**src/rtl/bit_serial_add_sub.sv**
```systemverilog
// rtl/bit_serial_add_sub.sv - bit-serial WIDTH-bit adder/subtractor with valid/ready handshakes
// One full adder/subtractor cell, reused once per bit with a carry flop between bits.

module one_bit_full_adder_subtractor (
    input  logic i_a,
    input  logic i_b,
    input  logic i_cin,
    input  logic i_sub,
    output logic o_sum,
    output logic o_cout
);

    logic w_b_eff;

    // Subtract inverts B; the +1 of two's complement arrives as the initial carry-in.
    assign w_b_eff = i_b ^ i_sub;
    assign o_sum   = i_a ^ w_b_eff ^ i_cin;
    assign o_cout  = (i_a & w_b_eff) | (i_a & i_cin) | (w_b_eff & i_cin);

endmodule

module bit_serial_add_sub #(
    parameter int WIDTH = 8
) (
    input  logic             clk,
    input  logic             resetn,
    input  logic             in_valid,
    output logic             in_ready,
    input  logic [WIDTH-1:0] a,
    input  logic [WIDTH-1:0] b,
    input  logic             opcode,
    output logic             out_valid,
    input  logic             out_ready,
    output logic [WIDTH-1:0] result,
    output logic             cout,
    output logic             overflow
);

    localparam int CW = (WIDTH > 1) ? $clog2(WIDTH) : 1;

    localparam logic [1:0] ST_IDLE = 2'd0;
    localparam logic [1:0] ST_RUN  = 2'd1;
    localparam logic [1:0] ST_DONE = 2'd2;

    localparam logic [CW-1:0] LAST_BIT = CW'(WIDTH - 1);

    logic [1:0]       r_state;
    logic [CW-1:0]    r_count;
    logic [WIDTH-1:0] r_a_sh;
    logic [WIDTH-1:0] r_b_sh;
    logic             r_op;
    logic             r_carry;
    logic [WIDTH-1:0] r_result;
    logic             r_cout;
    logic             r_overflow;

    logic             w_sum;
    logic             w_cell_cout;
    logic             w_accept;
    logic             w_release;
    logic             w_last_bit;

    one_bit_full_adder_subtractor u_cell (
        .i_a    (r_a_sh[0]),
        .i_b    (r_b_sh[0]),
        .i_cin  (r_carry),
        .i_sub  (r_op),
        .o_sum  (w_sum),
        .o_cout (w_cell_cout)
    );

    assign in_ready   = (r_state == ST_IDLE);
    assign out_valid  = (r_state == ST_DONE);
    assign w_accept   = in_valid & in_ready;
    assign w_release  = out_valid & out_ready;
    assign w_last_bit = (r_count == LAST_BIT);

    assign result   = r_result;
    assign cout     = r_cout;
    assign overflow = r_overflow;

    always_ff @(posedge clk) begin
        if (!resetn) begin
            r_state    <= ST_IDLE;
            r_count    <= '0;
            r_a_sh     <= '0;
            r_b_sh     <= '0;
            r_op       <= 1'b0;
            r_carry    <= 1'b0;
            r_result   <= '0;
            r_cout     <= 1'b0;
            r_overflow <= 1'b0;
        end else begin
            case (r_state)
                ST_IDLE: begin
                    if (w_accept) begin
                        r_a_sh  <= a;
                        r_b_sh  <= b;
                        r_op    <= opcode;
                        r_carry <= opcode;
                        r_count <= '0;
                        r_state <= ST_RUN;
                    end
                end
                ST_RUN: begin
                    // Sum bits enter at the MSB so bit 0 lands at result[0] after WIDTH shifts.
                    r_result <= {w_sum, r_result[WIDTH-1:1]};
                    r_carry  <= w_cell_cout;
                    r_a_sh   <= {1'b0, r_a_sh[WIDTH-1:1]};
                    r_b_sh   <= {1'b0, r_b_sh[WIDTH-1:1]};
                    if (w_last_bit) begin
                        r_cout     <= w_cell_cout;
                        r_overflow <= r_carry ^ w_cell_cout;
                        r_state    <= ST_DONE;
                    end else begin
                        r_count <= r_count + CW'(1);
                    end
                end
                ST_DONE: begin
                    if (w_release) begin
                        r_state <= ST_IDLE;
                    end
                end
                default: begin
                    r_state <= ST_IDLE;
                end
            endcase
        end
    end

endmodule

```
**config.mk**
```make
export PLATFORM = sky130hd
export DESIGN_NAME = bit_serial_add_sub
export DESIGN_NICKNAME = d
export VERILOG_FILES = /design/src/rtl/bit_serial_add_sub.sv
export SDC_FILE = /design/constraint.sdc
export NUM_CORES = 1
export LEC_CHECK = 0
export CAP_MARGIN = 20
export CORE_MARGIN = 5
export CORE_UTILIZATION = 49
export CTS_CLUSTER_SIZE = 12
export DETAILED_ROUTE_END_ITERATION = 7
export GPL_TIMING_DRIVEN = 0
export HOLD_SLACK_MARGIN = 0.1
export PLACE_DENSITY = 0.75
export SYNTH_ARGS = -nofsm -noshare
export SYNTH_HDL_FRONTEND = slang
export SYNTH_SLANG_ARGS = --single-unit
```
**constraint.sdc**
```tcl
create_clock -name clk -period 1.5 [get_ports clk]
set_input_delay 0.45 -clock clk [delete_from_list [all_inputs] [get_ports clk]]
set_output_delay 0.45 -clock clk [all_outputs]
set_load 0.02 [all_outputs]
```
### Word level (Yosys, flattened, before mapping)

Index checks and enable logic that the tools add are counted.
W data, S select, Z words.

| cells by class | value |
|---|---|
| add/subtract/negate cells | 1 |
| eq/ne operators | 7 |
| muxes and demuxes | 13 |
| bitwise logic cells | 11 |
| reduce and logical (&&, ||, !) cells | 7 |

Operator list:

| cell | number |
|---|---|
| $pmux W8 S2 | 2 |
| $mux W8 | 2 |
| $mux W2 | 3 |
| $mux W3 | 2 |
| $pmux W2 S3 | 1 |
| $pmux W3 S2 | 1 |
| $reduce_and A2 Y1 | 3 |
| $reduce_and A3 Y1 | 2 |
| $and A1 B1 Y1 | 5 |
| $ne A2 B1 Y1 const B | 2 |
| $ne A2 B2 Y1 const B | 2 |
| $xor A1 B1 Y1 | 4 |
| $add A3 B1 Y3 const B | 1 |
| $eq A3 B3 Y1 const B | 1 |
| $eq A2 B1 Y1 const B | 1 |
| $eq A2 B2 Y1 const B | 1 |
| $logic_not A2 Y1 | 1 |
| $or A1 B1 Y1 | 2 |
| $pmux W1 S2 | 1 |
| $reduce_bool A2 Y1 | 1 |
| $mux W1 | 1 |

| storage, ports and cells | value |
|---|---|
| register bits after elaboration | 33 |
| bits of input ports | 21 |
| output and inout bits | 12 |

### Longest topological paths before layout

| logic depth | value |
|---|---|
| word-level depth | 5 |
| mapped depth | 6 |

### Cells and area by module

A second synthesis with hierarchy kept.

| unflattened totals | value |
|---|---|
| cell total of the unflattened synthesis | 163 |
| area total of the unflattened synthesis | 1,478.9 um2 |

By module, submodules not included:

| module | instances | cells an instance | area each (um2) | sequential area each (um2) |
|---|---|---|---|---|
| bit_serial_add_sub | 1 | 157 | 1,435.1 | 660.6 |
| one_bit_full_adder_subtractor | 1 | 6 | 43.8 | 0.0 |

### Worst setup path after synthesis

OpenSTA, ideal clock, no wires.

| timing path | value |
|---|---|
| kind | register -> output |
| start | reg r_state[1] |
| end | out out_valid |
| arrival | 0.853 ns |
| setup slack | 0.197 ns |
| cell stages (with the launch flop) | 2 |
| buffers on the path | 0 |
| path through | dfxtp_1 nor2b_1 |

| between the ends | value |
|---|---|
| longest elaborated chain between the ends | 1 |

RTL lines:

| what | line | text |
|---|---|---|
| from (decl) | 47 | `logic [1:0] r_state;` |
| from (signal assigned) | 84 | `r_state <= ST_IDLE;` |
| from (signal assigned) | 102 | `r_state <= ST_RUN;` |
| from (signal assigned) | 114 | `r_state <= ST_DONE;` |
| $eq A2 B2 Y1 | 73 | `assign out_valid = (r_state == ST_DONE);` |
| to (decl) | 32 | `output logic out_valid,` |

Every way passes these cells.

### Worst setup path after layout

| timing path | value |
|---|---|
| start | reg r_state[0] |
| end | out out_valid |

Same word-level chain as after synthesis.

==> flow_summary.yaml <==
run_status:
  status: "finished, final reports clean"
final_layout:
  fin_nets: 232
  postLayoutCoreUtil_pct: 67.4
  antenna_cells: 0
  drive_gt1_share_pct: 18.7
  final_cell_area_um2: 1870
  syn2layout_area_growth_pct: 29.8
synthesis:
  yosys-top-cells-area: "dfxtp_1 46%, a21oi_1 12%, nand2_1 9.4%"
  ys_ff_latch: 33
  syn-instance-count: 167
  yosysSeqAreaShare_pct: 45.8
  synth_fp_nets: 191
  synth_edf_count: 0
  ys_warn_count: 0
  ys_async_sr_fraction_pct: 0
  ys.flop_type: "dfxtp_1"
  synth_top_area_share_pct: 45.8
  synthDistinctLibCells: 31
  synth_area_um2: 1440
  yosys-top-cells-count: "36 x a21oi_1, 36 x nand2_1, 33 x dfxtp_1"
  synth_area_leader_cell: "dfxtp_1"
  syn_area_per_cell_um2: 8.65
die:
  dieArea_um2: 4130
  die_h_um: 64.3
  dieWidth_um: 64.3
  initial_core_util_pct: 51.9
  core_um2: 2780
  num_rows: 19
  pin_count: 33
timing:
  fmax_ghz: 0.670
  fin_crit_sh_pct: 99.5
  slew_headroom_pct: 74.3
  setup_viol: 0
  hold_viol: 0
  skew_ps: 8.28
  drv_slew: 0
  worst_slack_ps: 8.23
  whs_ps: 463
  worst_pin_slew_ps: 385
  period_minus_slack_ps: 1490
  rsz0062_at_grt: "true"
global_routing:
  antenna_found_initial: 0
  grt_pass1_wl_um: 5660
  grt-ovfl-total: 0
  grt_pass1_vias: 1288
  grt_max_degree: 11
  track_usage_pct: 17.0
flow_run:
  drv_cap: 0
critical_path:
  worstPathArrival_ps: 1040
  r2r-end: "r_count[1]"
  endpoint_kind: "output pin"
  path_class: "flop to output pin"
  cp.required_ps: 1050
  reg2reg_slack_ps: 110
  path_max_fanout: 9
  critPathLaunchType: "flop"
  r2r.worst_path.cells: 4
  rr_startpoint: "r_count[0]"
pwr:
  power.total_mw: 1.86
  power.density_nw_per_um2: 993
  ir_drop_mv: 0.849
  power_leakage_nw: 0.737
worst_hold_path:
  hold_path_class: "flop to flop"
  min_to: "result[0]"
  hold_start: "result[0]"
  hold_path_depth: 2
cts:
  cts_tree: "done"
  clk_pin_slew_worst_paths_ps: 100
  clk_latency_ps: 330
  clockBufferDepth: 2
  cts-root-buf: "clkbuf_4"
  cts_max_level: 2
  clock_sinks: 33
  cts_made_buffers: 5
drt:
  dr.pass1.iters: 4
  drt-total-wl_um: 3400
  vias_per_cell: 5.54
  num_vias: 1330
  ant_nets: 0
  drtIter0Drc: 44
  wl_per_cell_um: 14.2
  remaining_drc_errors: 0
place:
  placed_cell_area_um2: 1800
  portBuffers: 32
  gp_congestion: 0.771
  place_worst_setup_slack_ps: -399
  dp_hpwl_um: 2490
[stage by stage]
step	TNS (ps)	std cells
after floorplan	0	167
after global placement	-6040	230
after detailed placement	-6370	230
after CTS	-45.4	238
after global routing	-78.5	240
final	0	240
[how the worst max path moves through the flow]
| stage | depth (start not counted) | startpoint | end | slack [ps] |
|---|---|---|---|---|
| 6_report | 3 | r_state[0] | out_valid | 8 |
| 5_1_grt | 3 | r_state[0] | out_valid | -40 |
| 4_1_cts | 2 | r_state[1] | out_valid | -40 |
| 3_5_place_dp | 4 | in_valid | r_count[1] | -400 |
| 3_3_place_gp | 4 | in_valid | r_count[0] | -360 |
| 2_1_floorplan | 1 | r_state[1] | out_valid | 200 |
[layout make-up]
| type | count | area, um^2 |
|---|---|---|
| clock inverters | 1 | 5.00 |
| multi-input cells | 120 | 694 |
| flip-flops and latches | 33 | 666 |
| clock buffers | 7 | 65.1 |
| plain buffers | 11 | 95.1 |
| inverters | 3 | 11.3 |
| repair buffers | 34 | 299 |
| fillers | 231 | 907 |
| well taps | 31 | 38.8 |
[repair_timing]
item                                    4_1_cts  5_1_grt
endpoints found under the hold margin         0        0
endpoints found under the setup margin       16       18
resized for setup                            26       21
hold buffers                                  0        0
setup buffers                                 0        2
[worst max-delay path, cell delays in order (launching register included)]
cell	delay (ps)
dfxtp_1	320
buf_6	140
nor2b_4	120
buf_6	120
[report_power, final]
group	leakage, nW	switching [mW]	internal (mW)
Combinational	0.423	0.173	0.163
Sequential	0.272	0.0277	0.928
Clock	0.0413	0.299	0.272
[kinds of logic (layout without fill, tap and decap cells)]
| family | count (synthesis) | in the layout | synth area share, % |
|---|---|---|---|
| buffers and inverters | 14 | 56 | 7.28 |
| AND/OR/NAND/NOR | 52 | 52 | 16.6 |
| AO/OA/AOI/OAI | 62 | 62 | 25.3 |
| XOR/XNOR | 2 | 2 | 1.21 |
| flip-flops | 33 | 33 | 45.8 |
| adder cells (fa/ha/maj) | 3 | 3 | 3.12 |
| multiplexers | 1 | 1 | 0.693 |
[registers in the layout (all words and copies together), names as in the netlist]
register and cells:
r_b_sh 8, r_a_sh 8, cout 1, overflow 1
result 8, r_state 2, r_count 3, r_carry 1
r_op 1
[cell usage in the layout (no fill, tap or decap), types with 2 or more instances in the layout]
master	Yosys	layout
o21ai_0	13	13
clkbuf_8	0	2
buf_6	6	7
clkbuf_4	0	5
clkdlybuf4s15_1	0	3
nor2_1	5	5
a22oi_1	2	2
nand2b_1	3	3
nand2_1	36	36
dfxtp_1	33	31
a21oi_1	36	36
buf_4	2	5
clkbuf_1	3	2
ha_1	2	2
clkbuf_2	0	8
clkdlybuf4s50_1	0	20
o22ai_1	3	3
nor2b_4	1	2
inv_1	3	3
xnor2_1	2	2
nand3b_1	2	2
[metal layers]
metal / up-vias / part of all wire (%) / global-route usage (%)
li1: 655 / - / -
met1: 622 / 44 / 19.2
met2: 47 / 48 / 28.9
met3: 6 / 6.6 / 6.48
met4: 0 / 1.4 / 6.36
met5: - / 0 / 0
Power figures use the tool's default switching activity.
